===== src/rtl/i2s_tx_unpacker.sv =====
// Splits 32-bit uDMA TX words into 8/16/32-bit samples, extends them to 32 bits
// and streams them towards the I2S TX FIFO; also counts FIFO-side underruns.
module i2s_tx_unpacker #(
  parameter int unsigned UNDERRUN_CNT_W = 16
) (
  input  logic                      clk_i,
  input  logic                      rstn_i,
  input  logic                      cfg_en_i,
  input  logic [1:0]                cfg_size_i,
  input  logic                      cfg_sext_i,
  input  logic                      cfg_msb_first_i,
  input  logic [31:0]               data_tx_i,
  input  logic                      data_tx_valid_i,
  output logic                      data_tx_ready_o,
  output logic [31:0]               sample_o,
  output logic                      sample_valid_o,
  input  logic                      sample_ready_i,
  output logic                      underrun_o,
  output logic [UNDERRUN_CNT_W-1:0] underrun_cnt_o
);

  logic [31:0]               word_q, word_d;
  logic                      full_q, full_d;
  logic [1:0]                idx_q, idx_d;
  logic [1:0]                size_q, size_d;
  logic                      sext_q, sext_d;
  logic                      msbf_q, msbf_d;
  logic                      underrun_q, underrun_d;
  logic [UNDERRUN_CNT_W-1:0] cnt_q, cnt_d;

  logic [1:0]  last_idx;
  logic [1:0]  lane;
  logic [7:0]  byte_sel;
  logic [15:0] half_sel;
  logic        last;
  logic        pop;
  logic        load;
  logic        underrun_now;

  // Size codes 2 and 3 both mean one 32-bit lane per word.
  always_comb begin
    case (size_q)
      2'd0:    last_idx = 2'd3;
      2'd1:    last_idx = 2'd1;
      default: last_idx = 2'd0;
    endcase
  end

  assign lane     = msbf_q ? (last_idx - idx_q) : idx_q;
  assign byte_sel = word_q[{lane, 3'b000} +: 8];
  assign half_sel = word_q[{lane[0], 4'b0000} +: 16];

  always_comb begin
    case (size_q)
      2'd0:    sample_o = {{24{sext_q & byte_sel[7]}}, byte_sel};
      2'd1:    sample_o = {{16{sext_q & half_sel[15]}}, half_sel};
      default: sample_o = word_q;
    endcase
  end

  assign last            = (idx_q == last_idx);
  assign sample_valid_o  = full_q & cfg_en_i;
  assign pop             = sample_valid_o & sample_ready_i;
  assign data_tx_ready_o = cfg_en_i & (~full_q | (pop & last));
  assign load            = data_tx_valid_i & data_tx_ready_o;
  assign underrun_now    = cfg_en_i & sample_ready_i & ~full_q;

  always_comb begin
    word_d     = word_q;
    full_d     = full_q;
    idx_d      = idx_q;
    size_d     = size_q;
    sext_d     = sext_q;
    msbf_d     = msbf_q;
    underrun_d = underrun_q;
    cnt_d      = cnt_q;
    if (!cfg_en_i) begin
      // Disabling drops any partially consumed word.
      full_d     = 1'b0;
      idx_d      = 2'd0;
      underrun_d = 1'b0;
      cnt_d      = '0;
    end else begin
      underrun_d = underrun_now;
      if (underrun_now && (cnt_q != {UNDERRUN_CNT_W{1'b1}})) begin
        cnt_d = cnt_q + 1'b1;
      end
      if (pop) begin
        if (last) begin
          full_d = 1'b0;
          idx_d  = 2'd0;
        end else begin
          idx_d = idx_q + 2'd1;
        end
      end
      // A load can only coincide with the last pop, so it overrides cleanly.
      if (load) begin
        word_d = data_tx_i;
        full_d = 1'b1;
        idx_d  = 2'd0;
        size_d = cfg_size_i;
        sext_d = cfg_sext_i;
        msbf_d = cfg_msb_first_i;
      end
    end
  end

  always_ff @(posedge clk_i or negedge rstn_i) begin
    if (!rstn_i) begin
      word_q     <= '0;
      full_q     <= 1'b0;
      idx_q      <= 2'd0;
      size_q     <= 2'd0;
      sext_q     <= 1'b0;
      msbf_q     <= 1'b0;
      underrun_q <= 1'b0;
      cnt_q      <= '0;
    end else begin
      word_q     <= word_d;
      full_q     <= full_d;
      idx_q      <= idx_d;
      size_q     <= size_d;
      sext_q     <= sext_d;
      msbf_q     <= msbf_d;
      underrun_q <= underrun_d;
      cnt_q      <= cnt_d;
    end
  end

  assign underrun_o     = underrun_q;
  assign underrun_cnt_o = cnt_q;

endmodule


===== config.mk =====
export PLATFORM = sky130hd
export DESIGN_NAME = i2s_tx_unpacker
export DESIGN_NICKNAME = d
export VERILOG_FILES = /design/src/rtl/i2s_tx_unpacker.sv
export SDC_FILE = /design/constraint.sdc
export NUM_CORES = 1
export LEC_CHECK = 0
export ABC_AREA = 1
export BUFFER_PORTS_ARGS = -buffer_cell sky130_fd_sc_hd__buf_2
export CORE_ASPECT_RATIO = 0.7
export CORE_MARGIN = 10
export CORE_UTILIZATION = 45
export CTS_CLUSTER_DIAMETER = 120
export DETAILED_ROUTE_END_ITERATION = 10
export HOLD_SLACK_MARGIN = 0.1
export PLACE_DENSITY_LB_ADDON = 0.2
export SLEW_MARGIN = 20
export SYNTH_ARGS = -nofsm -noshare
export SYNTH_HDL_FRONTEND = slang
export SYNTH_SLANG_ARGS = --single-unit

===== constraint.sdc =====
create_clock -name clk_i -period 2.4 [get_ports clk_i]
set_input_delay 0.12 -clock clk_i [delete_from_list [all_inputs] [get_ports clk_i]]
set_output_delay 0.12 -clock clk_i [all_outputs]
set_load 0.05 [all_outputs]

# After elaboration in Yosys (flattened, before gate mapping)
# Index checks and enable logic that the tools add are counted.
dict set report classes {
  multipliers 0
  div_mod_pow 0
  magnitude_cmp 0
  n_eq_ne 6
  n_mux 14
  reduce_logical 4
  bitwise_logic 11
  shift 2
  addsub 3
}
# op n
set ops {}
lappend ops {{$pmux W32 S2} 1}
lappend ops {{$mux W16} 2}
lappend ops {{$shiftx A32 B6 Y16} 1}
lappend ops {{$shiftx A32 B6 Y8} 1}
lappend ops {{$add A16 B1 Y16 const B} 1}
lappend ops {{$ne A16 B16 Y1 const B} 1}
lappend ops {{$mux W2} 5}
lappend ops {{$and A1 B1 Y1} 9}
lappend ops {{$ne A3 B1 Y1 const B} 2}
lappend ops {{$mux W1} 5}
lappend ops {{$pmux W2 S2} 1}
lappend ops {{$reduce_and A2 Y1} 2}
lappend ops {{$add A2 B1 Y2 const B} 1}
lappend ops {{$eq A2 B1 Y1 const B} 1}
lappend ops {{$eq A2 B2 Y1} 1}
lappend ops {{$logic_not A2 Y1} 1}
lappend ops {{$ne A2 B1 Y1 const B} 1}
lappend ops {{$sub A2 B2 Y2} 1}
lappend ops {{$logic_and A1 B1 Y1} 1}
lappend ops {{$not A1 Y1} 1}
lappend ops {{$or A1 B1 Y1} 1}
dict set report totals {
  register_bits 56
  wordCells 48
  ramBits 0
  latch_bits 0
  romBits 0
  memories 0
  output_inout_bits 51
  in_bits 41
}

# Longest topological paths before layout
dict set report depth {
  word_depth 9
  mapped_depth 13
}

# Least setup slack after synthesis
# No wires, ideal clock.
dict set report synth_path {
  path_kind {register to output}
  start {register size_q[1]}
  end {output port sample_o[0]}
  stages_incl_launch_ff 11
  n_path_buf 3
  path_slack_ps 260
  arrival_time_ps 2020
  path_cell_list {dfrtp_1 buf_6 clkbuf_1 ha_1 inv_1 nand2_1 nand2_4 buf_2 nor2_1 or3_1 nand3_1}
}
dict set report synth_between {
  elab_chain_cells 6
}
# item line
set synth_lines {}
lappend synth_lines {{from (decl)} 25} ;# logic [1:0] size_q, size_d;
lappend synth_lines {{from (signal assigned)} 122} ;# size_q <= size_d;
lappend synth_lines {{$eq A2 B1 Y1 or $logic_not A2 Y1 (tied branches)} {42, 54}}
lappend synth_lines {{$pmux W2 S2} 42} ;# case (size_q)
lappend synth_lines {{$sub A2 B2 Y2} 49} ;# assign lane = msbf_q ? (last_idx - idx_q) : idx_q;
lappend synth_lines {{$mux W2} 49}
lappend synth_lines {{$shiftx A32 B6 Y16 or $shiftx A32 B6 Y8 (tied branches)} {51, 50}}
lappend synth_lines {{$pmux W32 S2 (*)} 54} ;# case (size_q)
lappend synth_lines {{to (decl)} 15} ;# output logic [31:0] sample_o,
# Every way passes the cells marked *; elsewhere a longest branch is shown, timed or not.

# Worst setup path after layout
dict set report layout_path {
  start {register size_q[1]}
  end {output port sample_o[5]}
}
# The elaborated chain is that of the path after synthesis.

==> flow_summary_export.csv <==
group,metric,value,unit
timing,setup_viol,0,
placed_design,place.port_buffers,91,
synth,syn_area,3700,um^2
power_and_ir_drop,internal_power,2.44,mW
power_and_ir_drop,power_frac_seq,27.1,%
critical_path,crit_type,"reg2out",
cells_and_area,area_growth_syn_to_layout,38.9,%
floorplanning,start_util,46.7,%
timing,finalHoldViolCount,0,
cells_and_area,drive_gt1_share,27.9,%
min_path,hold_start,"cfg_size_i[1]",
run_status,status,"completed",
critical_path,crit_path_end_kind,"primary output",
timing,period_share,97.4,%
timing,slew_headroom,49.6,%
drt,drt-total-wl,12.9,mm
synth,synth_seq_area_share,37.8,%
critical_path,regToRegStartpoint,"underrun_cnt_o[0]",
timing,setup_ws,0.0628,ns
clock_tree,cts_tree,"built",
global_route,grt_pass1_vias,3871,
timing,period_minus_slack,2.34,ns
flow_run,max-cap-violations,0,
synth,ys_warn_count,0,
global_route,gr-total-overflow,0,
timing,fmax,428,MHz
power_and_ir_drop,clock_power_share,17.2,%
drt,first_pass_iters,5,
floorplanning,die_x,128,um
clock_tree,cts-buffers-inserted,5,
critical_path,crit_arrival,2.22,ns
clock_tree,clk_pin_slew,0.07,ns
synth,syn_area_per_cell,7.33,um^2
clock_tree,htreeDepth,2,
synth,syn_nets,549,
global_route,grt_antenna_before_repair,0,
floorplanning,num_rows,27,
placed_design,dp_slack,0.0464,ns
drt,dr.first_iter.drc_count,474,
min_path,hold_class,"in2reg",
cells_and_area,nets,684,
critical_path,rrSetupSlack,0.41,ns
clock_tree,ctsLongestPathBuffers,2,
timing,skew,0.00979,ns
placed_design,place.gp.congestion,0.956,
cells_and_area,fillers,666,
synth,synth_cell_types,38,
floorplanning,ios,92,
drt,ant_nets,0,
cells_and_area,diodes,0,
global_route,grt_use_total,20.0,%
critical_path,start_kind,"flop",
global_route,grt_max_degree,30,
clock_tree,insertion_delay,0.30,ns
placed_design,post-dp-hpwl,8.87,mm
drt,viasPerCell,5.57,
drt,vias,4132,
drt,drc_errors,0,
power_and_ir_drop,p_total,4.78,mW
floorplanning,die_area,12300,um^2
floorplanning,core,7940,um^2
drt,routedWlPerCell,17.3,um
critical_path,critPathMaxFanout,24,
clock_tree,root_buffer,"clkbuf_16",
critical_path,worst_r2r_path_depth,9,
clock_tree,clkSinkCount,56,
floorplanning,chipHeight,95.9,um
cells_and_area,seq_area,1400,um^2
timing,worst_pin_slew,0.751,ns
critical_path,reg2reg_to,"underrun_cnt_o[7]",
synth,synth-seq-cells,56,
critical_path,required,2.28,ns
power_and_ir_drop,peakVddDrop,657,uV
power_and_ir_drop,power_density,930,nW/um^2
timing,slew_violations,0,
global_route,grt_first_pass_wirelength,20.2,mm
min_path,holdPathStages,3,
min_path,hold_end,"size_q[1]",
power_and_ir_drop,p_switching,2.34,mW
power_and_ir_drop,p_comb_share,55.7,%
cells_and_area,multi_input_area,2160,um^2
timing,fin_tns_setup,0,ns
power_and_ir_drop,cellLeakagePower,2.60,nW
synth,syn_inst,505,
power_and_ir_drop,switching_share,48.9,%
-- routing by layer --
metal | vias to the layer above | GRT usage, % | share of wire (%)
met5 | - | 0 | 0
met4 | 0 | 4.11 | 1.2
met3 | 20 | 5.44 | 9.4
met2 | 214 | 30.2 | 45
met1 | 1948 | 28.2 | 45
li1 | 1950 | - | -
-- power groups by stage --
stage / sequential (mW) / clock [mW] / combinational (mW)
final: 1.30 / 0.824 / 2.66
after global routing: 1.31 / 0.878 / 2.83
after CTS: 1.27 / 0.846 / 2.41
after detailed placement: 1.28 / 0 / 2.18
after global placement: 1.28 / 0 / 2.15
after floorplan: 1.23 / 0 / 1.69
-- how the worst max path moves through the flow --
| stage | end | cells after the start | slack (ns) | from |
|---|---|---|---|---|
| 2_1_floorplan | sample_o[0] | 10 | 0.26 | size_q[1] |
| 3_3_place_gp | sample_o[11] | 11 | 0.12 | idx_q[0] |
| 3_5_place_dp | sample_o[11] | 11 | 0.05 | idx_q[0] |
| 4_1_cts | sample_o[29] | 11 | 0.03 | idx_q[0] |
| 5_1_grt | sample_o[21] | 11 | -0.03 | size_q[1] |
| 6_report | sample_o[5] | 7 | 0.06 | size_q[1] |
-- cells in the mapped netlist (all sizes together) --
cell     instances  area, um^2
nand2          176         698
nand3           95         546
dfrtp           56        1400
inv             34         130
o21ai           30         169
nor2            26         110
buf             18         160
nand4            9        71.3
a21oi            8        40.0
clkbuf           8        30.0
nor3             7        35.0
o211ai           7        52.6
xor2             7        61.3
o31ai            5        37.5
ha               3        37.5
or2              3        18.8
or3              3        18.8
a32oi            2        17.5
mux2i            2        20.0
xnor2            2        17.5
a21boi           1        11.3
clkinv           1        3.75
nand3b           1        7.51
o2111ai          1        8.76
-- layout make-up --
class,count,area share (%)
clock buffers,6,2.51
clock inverters,2,0.681
inverters,35,2.70
multi-input cells,391,42.1
flip-flops and latches,56,27.3
well taps,101,2.46
repair buffers,151,22.3
-- repair_timing --
item | in CTS | in global routing
cloned | 2 | 1
hold buffers | 35 | 0
endpoints found under the hold margin | 52 | 0
resized for setup | 34 | 37
pin swaps | 2 | 7
setup endpoints to repair | 29 | 32
setup buffers | 2 | 9
-- cells in the final DEF (no fill, tap or decap), types with 2 or more instances in the layout --
| cell type | instances |
|---|---|
| dfrtp_1 | 54 |
| nand3_2 | 19 |
| nand3_1 | 72 |
| o31ai_1 | 5 |
| xnor2_1 | 2 |
| nor3_1 | 7 |
| nand3_4 | 4 |
| nand2_4 | 5 |
| clkbuf_16 | 5 |
| buf_4 | 39 |
| nand2_2 | 6 |
| buf_6 | 9 |
| or3_1 | 3 |
| inv_1 | 30 |
| o21ai_4 | 2 |
| o21ai_1 | 3 |
| nor2_2 | 2 |
| or2_2 | 3 |
| ha_4 | 2 |
| o211ai_1 | 7 |
| buf_8 | 3 |
| dlygate4sd3_1 | 35 |
| buf_2 | 63 |
| nor2_1 | 23 |
| dfrtp_2 | 2 |
| nand2_1 | 165 |
| buf_12 | 2 |
| a21oi_1 | 8 |
| inv_2 | 3 |
| xor2_1 | 7 |
| nand4_4 | 4 |
| mux2i_1 | 2 |
| nand4_1 | 8 |
| o21ai_0 | 24 |
| a32oi_1 | 2 |
-- kinds of logic (layout without fill, tap and decap cells) --
logic type | count (synthesis) | after routing | share of synthesized area, %
AO/OA/AOI/OAI | 54 | 54 | 9.09
flip-flops | 56 | 56 | 37.8
multiplexers | 2 | 2 | 0.541
AND/OR/NAND/NOR | 320 | 323 | 40.6
XOR/XNOR | 9 | 9 | 2.13
adder cells (fa/ha/maj) | 3 | 3 | 1.01
buffers and inverters | 61 | 194 | 8.75
-- state kept, by name, indices dropped and copies added (netlist names) --
name            cells
msbf_q              1
full_q              1
size_q              2
word_q             32
sext_q              1
underrun_cnt_o     16
idx_q               2
underrun_o          1
-- stage by stage --
step | hold WS, ns | instances | utilization (%) | instance area, um^2
after floorplan | -0.176 | 505 | - | 3700
after global placement | 0.112 | 685 | 53.2 | 4220
after detailed placement | 0.109 | 685 | 53.2 | 4220
after CTS | 0.102 | 732 | 61.5 | 4880
after global routing | 0.112 | 742 | 64.8 | 5140
final | 0.111 | 742 | 64.8 | 5140
-- worst max-delay path, stage by stage, from the launching register on --
cell     delay [ns]
dfrtp_2        0.46
buf_6          0.17
buf_4          0.22
nor2_2         0.16
inv_1          0.18
or3_1          0.41
nand3_1        0.14
buf_6          0.18
No activity file was read; power rests on OpenSTA's default activity.
